`config.mk`:
```
export PLATFORM = sky130hd
export DESIGN_NAME = dmux4way16_router_flat
export DESIGN_NICKNAME = d
export VERILOG_FILES = /design/src/rtl/dmux4way16_router_if.sv /design/src/rtl/dmux4way16_router.sv /design/src/flat_wrapper.sv
export SDC_FILE = /design/constraint.sdc
export NUM_CORES = 1
export LEC_CHECK = 0
export CAP_MARGIN = 20
export CORE_UTILIZATION = 41
export DETAILED_ROUTE_END_ITERATION = 7
export PLACE_DENSITY = 0.87
export SYNTH_ARGS = -nofsm -noshare
export SYNTH_HDL_FRONTEND = slang
export SYNTH_SLANG_ARGS = --single-unit
```
`constraint.sdc`:
```
create_clock -name clk -period 2.25 [get_ports clk]
set_input_delay 0.45 -clock clk [delete_from_list [all_inputs] [get_ports clk]]
set_output_delay 0.45 -clock clk [all_outputs]
set_load 0.05 [all_outputs]
```
`src/rtl/dmux4way16_router_if.sv`:
```
// Bus bundle for the 1-to-4 word router: select-steered input port, four drained output channels.
// master = upstream source + downstream sinks; slave = the router itself.
interface dmux4way16_router_if #(
  parameter int WIDTH = 16,
  parameter int CNT_W = 8
);
  logic [WIDTH-1:0] in_data;
  logic [1:0]       in_sel;
  logic             in_valid;
  logic             in_ready;
  logic [WIDTH-1:0] out_a;
  logic [WIDTH-1:0] out_b;
  logic [WIDTH-1:0] out_c;
  logic [WIDTH-1:0] out_d;
  logic [3:0]       out_valid;
  logic [3:0]       out_ready;
  logic             busy;
  logic [CNT_W-1:0] xfer_count;

  modport master (
    output in_data, in_sel, in_valid, out_ready,
    input  in_ready, out_a, out_b, out_c, out_d, out_valid, busy, xfer_count
  );

  modport slave (
    input  in_data, in_sel, in_valid, out_ready,
    output in_ready, out_a, out_b, out_c, out_d, out_valid, busy, xfer_count
  );
endinterface

```
`src/rtl/dmux4way16_router.sv`:
```
// Registered 1-to-4 word demux with a one-entry holding register per channel; 1-cycle latency.
// in_ready stalls only on the selected channel, and a full channel may drain and reload on the same edge.
module dmux4way16_router #(
  parameter int WIDTH = 16,
  parameter int CNT_W = 8
) (
  input  logic                clk,
  input  logic                reset,
  dmux4way16_router_if.slave  bus
);

  logic [WIDTH-1:0] r_buf [4];
  logic [3:0]       r_vld;
  logic [CNT_W-1:0] r_cnt;

  logic             w_in_ready;
  logic             w_acc;
  logic [3:0]       w_acc_oh;

  assign w_in_ready = ~r_vld[bus.in_sel] | bus.out_ready[bus.in_sel];
  assign w_acc      = bus.in_valid & w_in_ready;
  assign w_acc_oh   = {4{w_acc}} & (4'b0001 << bus.in_sel);

  // A reload on the accepting channel takes priority over its drain so v_k stays set.
  always_ff @(posedge clk or posedge reset) begin
    if (reset) begin
      for (int k = 0; k < 4; k++) begin
        r_buf[k] <= '0;
      end
      r_vld <= '0;
      r_cnt <= '0;
    end else begin
      for (int k = 0; k < 4; k++) begin
        if (w_acc_oh[k]) begin
          r_buf[k] <= bus.in_data;
          r_vld[k] <= 1'b1;
        end else if (bus.out_ready[k]) begin
          r_vld[k] <= 1'b0;
        end
      end
      if (w_acc) begin
        r_cnt <= r_cnt + CNT_W'(1);
      end
    end
  end

  assign bus.in_ready   = w_in_ready;
  assign bus.out_a      = r_buf[0];
  assign bus.out_b      = r_buf[1];
  assign bus.out_c      = r_buf[2];
  assign bus.out_d      = r_buf[3];
  assign bus.out_valid  = r_vld;
  assign bus.busy       = |r_vld;
  assign bus.xfer_count = r_cnt;

endmodule

```
`src/flat_wrapper.sv`:
```
// flat-port wrapper written by rule: the top's interface ports become plain ports
module dmux4way16_router_flat 
#(
  parameter int WIDTH = 16,
  parameter int CNT_W = 8
)
  (clk, reset, bus_in_data, bus_in_sel, bus_in_valid, bus_out_ready, bus_in_ready, bus_out_a, bus_out_b, bus_out_c, bus_out_d, bus_out_valid, bus_busy, bus_xfer_count);
  dmux4way16_router_if #(.WIDTH(WIDTH), .CNT_W(CNT_W)) bus_i ();
  input  logic clk;
  input  logic reset;
  input wire logic [$bits(bus_i.in_data)-1:0] bus_in_data;
  input wire logic [$bits(bus_i.in_sel)-1:0] bus_in_sel;
  input wire logic [$bits(bus_i.in_valid)-1:0] bus_in_valid;
  input wire logic [$bits(bus_i.out_ready)-1:0] bus_out_ready;
  output wire logic [$bits(bus_i.in_ready)-1:0] bus_in_ready;
  output wire logic [$bits(bus_i.out_a)-1:0] bus_out_a;
  output wire logic [$bits(bus_i.out_b)-1:0] bus_out_b;
  output wire logic [$bits(bus_i.out_c)-1:0] bus_out_c;
  output wire logic [$bits(bus_i.out_d)-1:0] bus_out_d;
  output wire logic [$bits(bus_i.out_valid)-1:0] bus_out_valid;
  output wire logic [$bits(bus_i.busy)-1:0] bus_busy;
  output wire logic [$bits(bus_i.xfer_count)-1:0] bus_xfer_count;
  assign bus_i.in_data = bus_in_data;
  assign bus_i.in_sel = bus_in_sel;
  assign bus_i.in_valid = bus_in_valid;
  assign bus_i.out_ready = bus_out_ready;
  assign bus_in_ready = bus_i.in_ready;
  assign bus_out_a = bus_i.out_a;
  assign bus_out_b = bus_i.out_b;
  assign bus_out_c = bus_i.out_c;
  assign bus_out_d = bus_i.out_d;
  assign bus_out_valid = bus_i.out_valid;
  assign bus_busy = bus_i.busy;
  assign bus_xfer_count = bus_i.xfer_count;
  dmux4way16_router #(.WIDTH(WIDTH), .CNT_W(CNT_W)) u_core (.clk(clk), .reset(reset), .bus(bus_i));
endmodule
```
==> results.cfg <==
[worst_setup_path]
worst-setup-path-type = in -> out
reg2reg_from = u_core.bus.out_valid[2]
critPathRequiredTime_ns = 1.80
crit_path_start_kind = primary input
cp-startpoint = bus_out_ready[1]
cp.arrival_ns = 1.72
critical_path.endpoint = bus_in_ready
r2r_slack_ns = 0.60
cp_max_fo = 3
r2r-end = u_core.bus.xfer_count[1]
crit_path_end_kind = output port
reg2reg_depth = 5

[power]
power_mw = 5.35
power_density_mw_per_mm2 = 1190
p_leak_nw = 1.93
ir_worst_vdd_mv = 0.655

[synth]
yosysTopAreaCellShare = 0.621
syn_area_mm2 = 0.00306
ys_top_cells_by_area = dfrtp_1, mux2_2, mux2_4
ys_types = 26
synthCells = 185
synth_fp_nets = 211
seq_area_frac_synth = 0.621
ys_seq_elements = 76
syn_area_per_cell_um2 = 16.5
yosysWarnings = 0
yosysTopAreaCell = dfrtp_1

[die]
core_area_mm2 = 0.00725
die_w_um = 88.4
initial_core_util = 0.422
ioPinCount = 103
die_area_mm2 = 0.00782
rows = 31
dieHeight_um = 88.4

[timing]
grt_setup_unrepaired = false
slew_violations = 0
tightest_slew_ns = 0.598
fmaxAchievable_ghz = 0.461
min_period_ns = 2.17
fin_crit_sh = 0.965
finalClockSkew_ns = 0.0108
tns_ns = 0
hold_viol_final = 0
setup_violations = 0
slew_headroom = 0.601

[outcome]
status = complete, no violations

[clock_tree]
clkTransAtPathRegs_ns = 0.06
htreeDepth = 3
ctsResizeCount = 0
clk-insertion-delay-late_ns = 0.34
cts_setup_buffers = 0
cts_tree = built
ctsRootBufferMaster = clkbuf_8
cts_buffer_depth = 2
cts_buffers = 9
clock-sinks = 76
hold_buffers = 0

[cells_and_area]
antenna_cells = 0
nNetsFinal = 329
areaGrowthSynthToFinish_pct = 47.1
most-common-layout-cells = clkdlybuf4s50_1, dfrtp_1, mux2_2
layout_commonest_cell = clkdlybuf4s50_1
layout-drive-gt1-share = 0.328

[global_route]
grt.total_usage = 0.187
grt_pass1_vias = 2094
antenna_found_initial = 0
grt.overflow.total = 0
grt_max_degree = 40
grt_pass1_wl_um = 10600

[route]
viasPerCell = 4.75
wl_per_cell_um = 16.5
vias = 1932
drt_first_pass_iters = 4
ant_nets = 0
drc_errors = 0
drt_iter0_drc = 62
routed_wl_um = 6720

[place]
io_buffers = 102
place.gp.congestion = 0.753
hpwl_um = 4800

[job]
max_cap_violations = 0

[hold_path]
hold_class = reg -> reg
report_power, final:
part / internal (mW) / switching [mW]
logic: 0.875 / 1.44
clock network: 0.689 / 0.470
registers: 1.67 / 0.206
total: 3.24 / 2.12
worst min path at each step:
| stage | startpoint | end | slack [ns] | cells past startpoint |
|---|---|---|---|---|
| 5_1_grt | u_core.bus.xfer_count[7] | u_core.bus.xfer_count[7] | 0.50 | 1 |
| 2_1_floorplan | bus_in_sel[1] | u_core.bus.out_valid[1] | 0.56 | 1 |
| 3_3_place_gp | u_core.bus.xfer_count[7] | u_core.bus.xfer_count[7] | 0.46 | 1 |
| 4_1_cts | u_core.bus.xfer_count[7] | u_core.bus.xfer_count[7] | 0.49 | 1 |
| 3_5_place_dp | u_core.bus.xfer_count[7] | u_core.bus.xfer_count[7] | 0.48 | 1 |
| 6_report | u_core.bus.xfer_count[7] | u_core.bus.xfer_count[7] | 0.49 | 1 |
state kept, by name, summed over array words and instances (netlist names):
register / flops
u_core.bus.out_a: 16
u_core.bus.out_b: 16
u_core.bus.out_c: 16
u_core.bus.out_d: 16
u_core.bus.xfer_count: 8
u_core.bus.out_valid: 4
cell families (layout without fill, tap and decap cells):
group           Yosys count  after routing  share of synthesized area
flops                    76             76                      0.621
fa+ha+maj                 1              1                    0.00409
mux                      66             66                      0.271
xor+xnor                  7              7                     0.0200
buf+inv                   9            132                     0.0249
compound gates            2              2                    0.00327
simple gates             24             24                     0.0556
worst max-delay path: stages:
cell             delay (ns)
clkdlybuf4s50_1        0.39
nand2b_1               0.18
mux4_2                 0.49
buf_4                  0.21
metal layers:
layer / global-route usage / routed length (µm) / vias up
li1: - / - / 889
met1: 0.222 / 2780 / 964
met2: 0.319 / 3370 / 68
met3: 0.0504 / 448 / 11
met4: 0.0836 / 112 / 0
met5: 0 / 0 / -
cell type report:
cell class              count  area, µm²
fillers                   580       2750
flip-flops and latches     76       1900
repair buffers            114       1160
multi-input cells         100       1080
clock buffers              13        159
well taps                  99        124
clock inverters             3       68.8
inverters                   2       11.3
Yosys cell counts:
| master | count |
|---|---|
| dfrtp_1 | 76 |
| mux2_2 | 45 |
| mux2_4 | 20 |
| xnor2_1 | 7 |
| nand4_1 | 4 |
| buf_6 | 3 |
| nand2_1 | 3 |
| nand2b_1 | 3 |
| nand3_1 | 3 |
| and3_1 | 2 |
| buf_4 | 2 |
| inv_1 | 2 |
| o21ai_0 | 2 |
| and2_1 | 1 |
| and4_2 | 1 |
| buf_2 | 1 |
| buf_8 | 1 |
| ha_1 | 1 |
| mux4_2 | 1 |
| nand2_2 | 1 |
| nand2_4 | 1 |
| nand2b_4 | 1 |
| nor2_2 | 1 |
| nor3b_1 | 1 |
| nor3b_4 | 1 |
| or4_1 | 1 |
through the flow:
step / utilization / worst slack, ns / hold slack [ns] / cell area [µm²] / std cells
finish: 0.621 / 0.0797 / 0.488 / 4500 / 407
global route: 0.621 / 0.0141 / 0.505 / 4500 / 407
CTS: 0.621 / 0.0731 / 0.492 / 4500 / 407
detailed placement: 0.590 / 0.0554 / 0.479 / 4280 / 391
global placement: 0.590 / 0.0738 / 0.461 / 4280 / 391
floorplan: - / 0.237 / 0.559 / 3070 / 185
No activity file was read; power rests on OpenSTA's default activity.
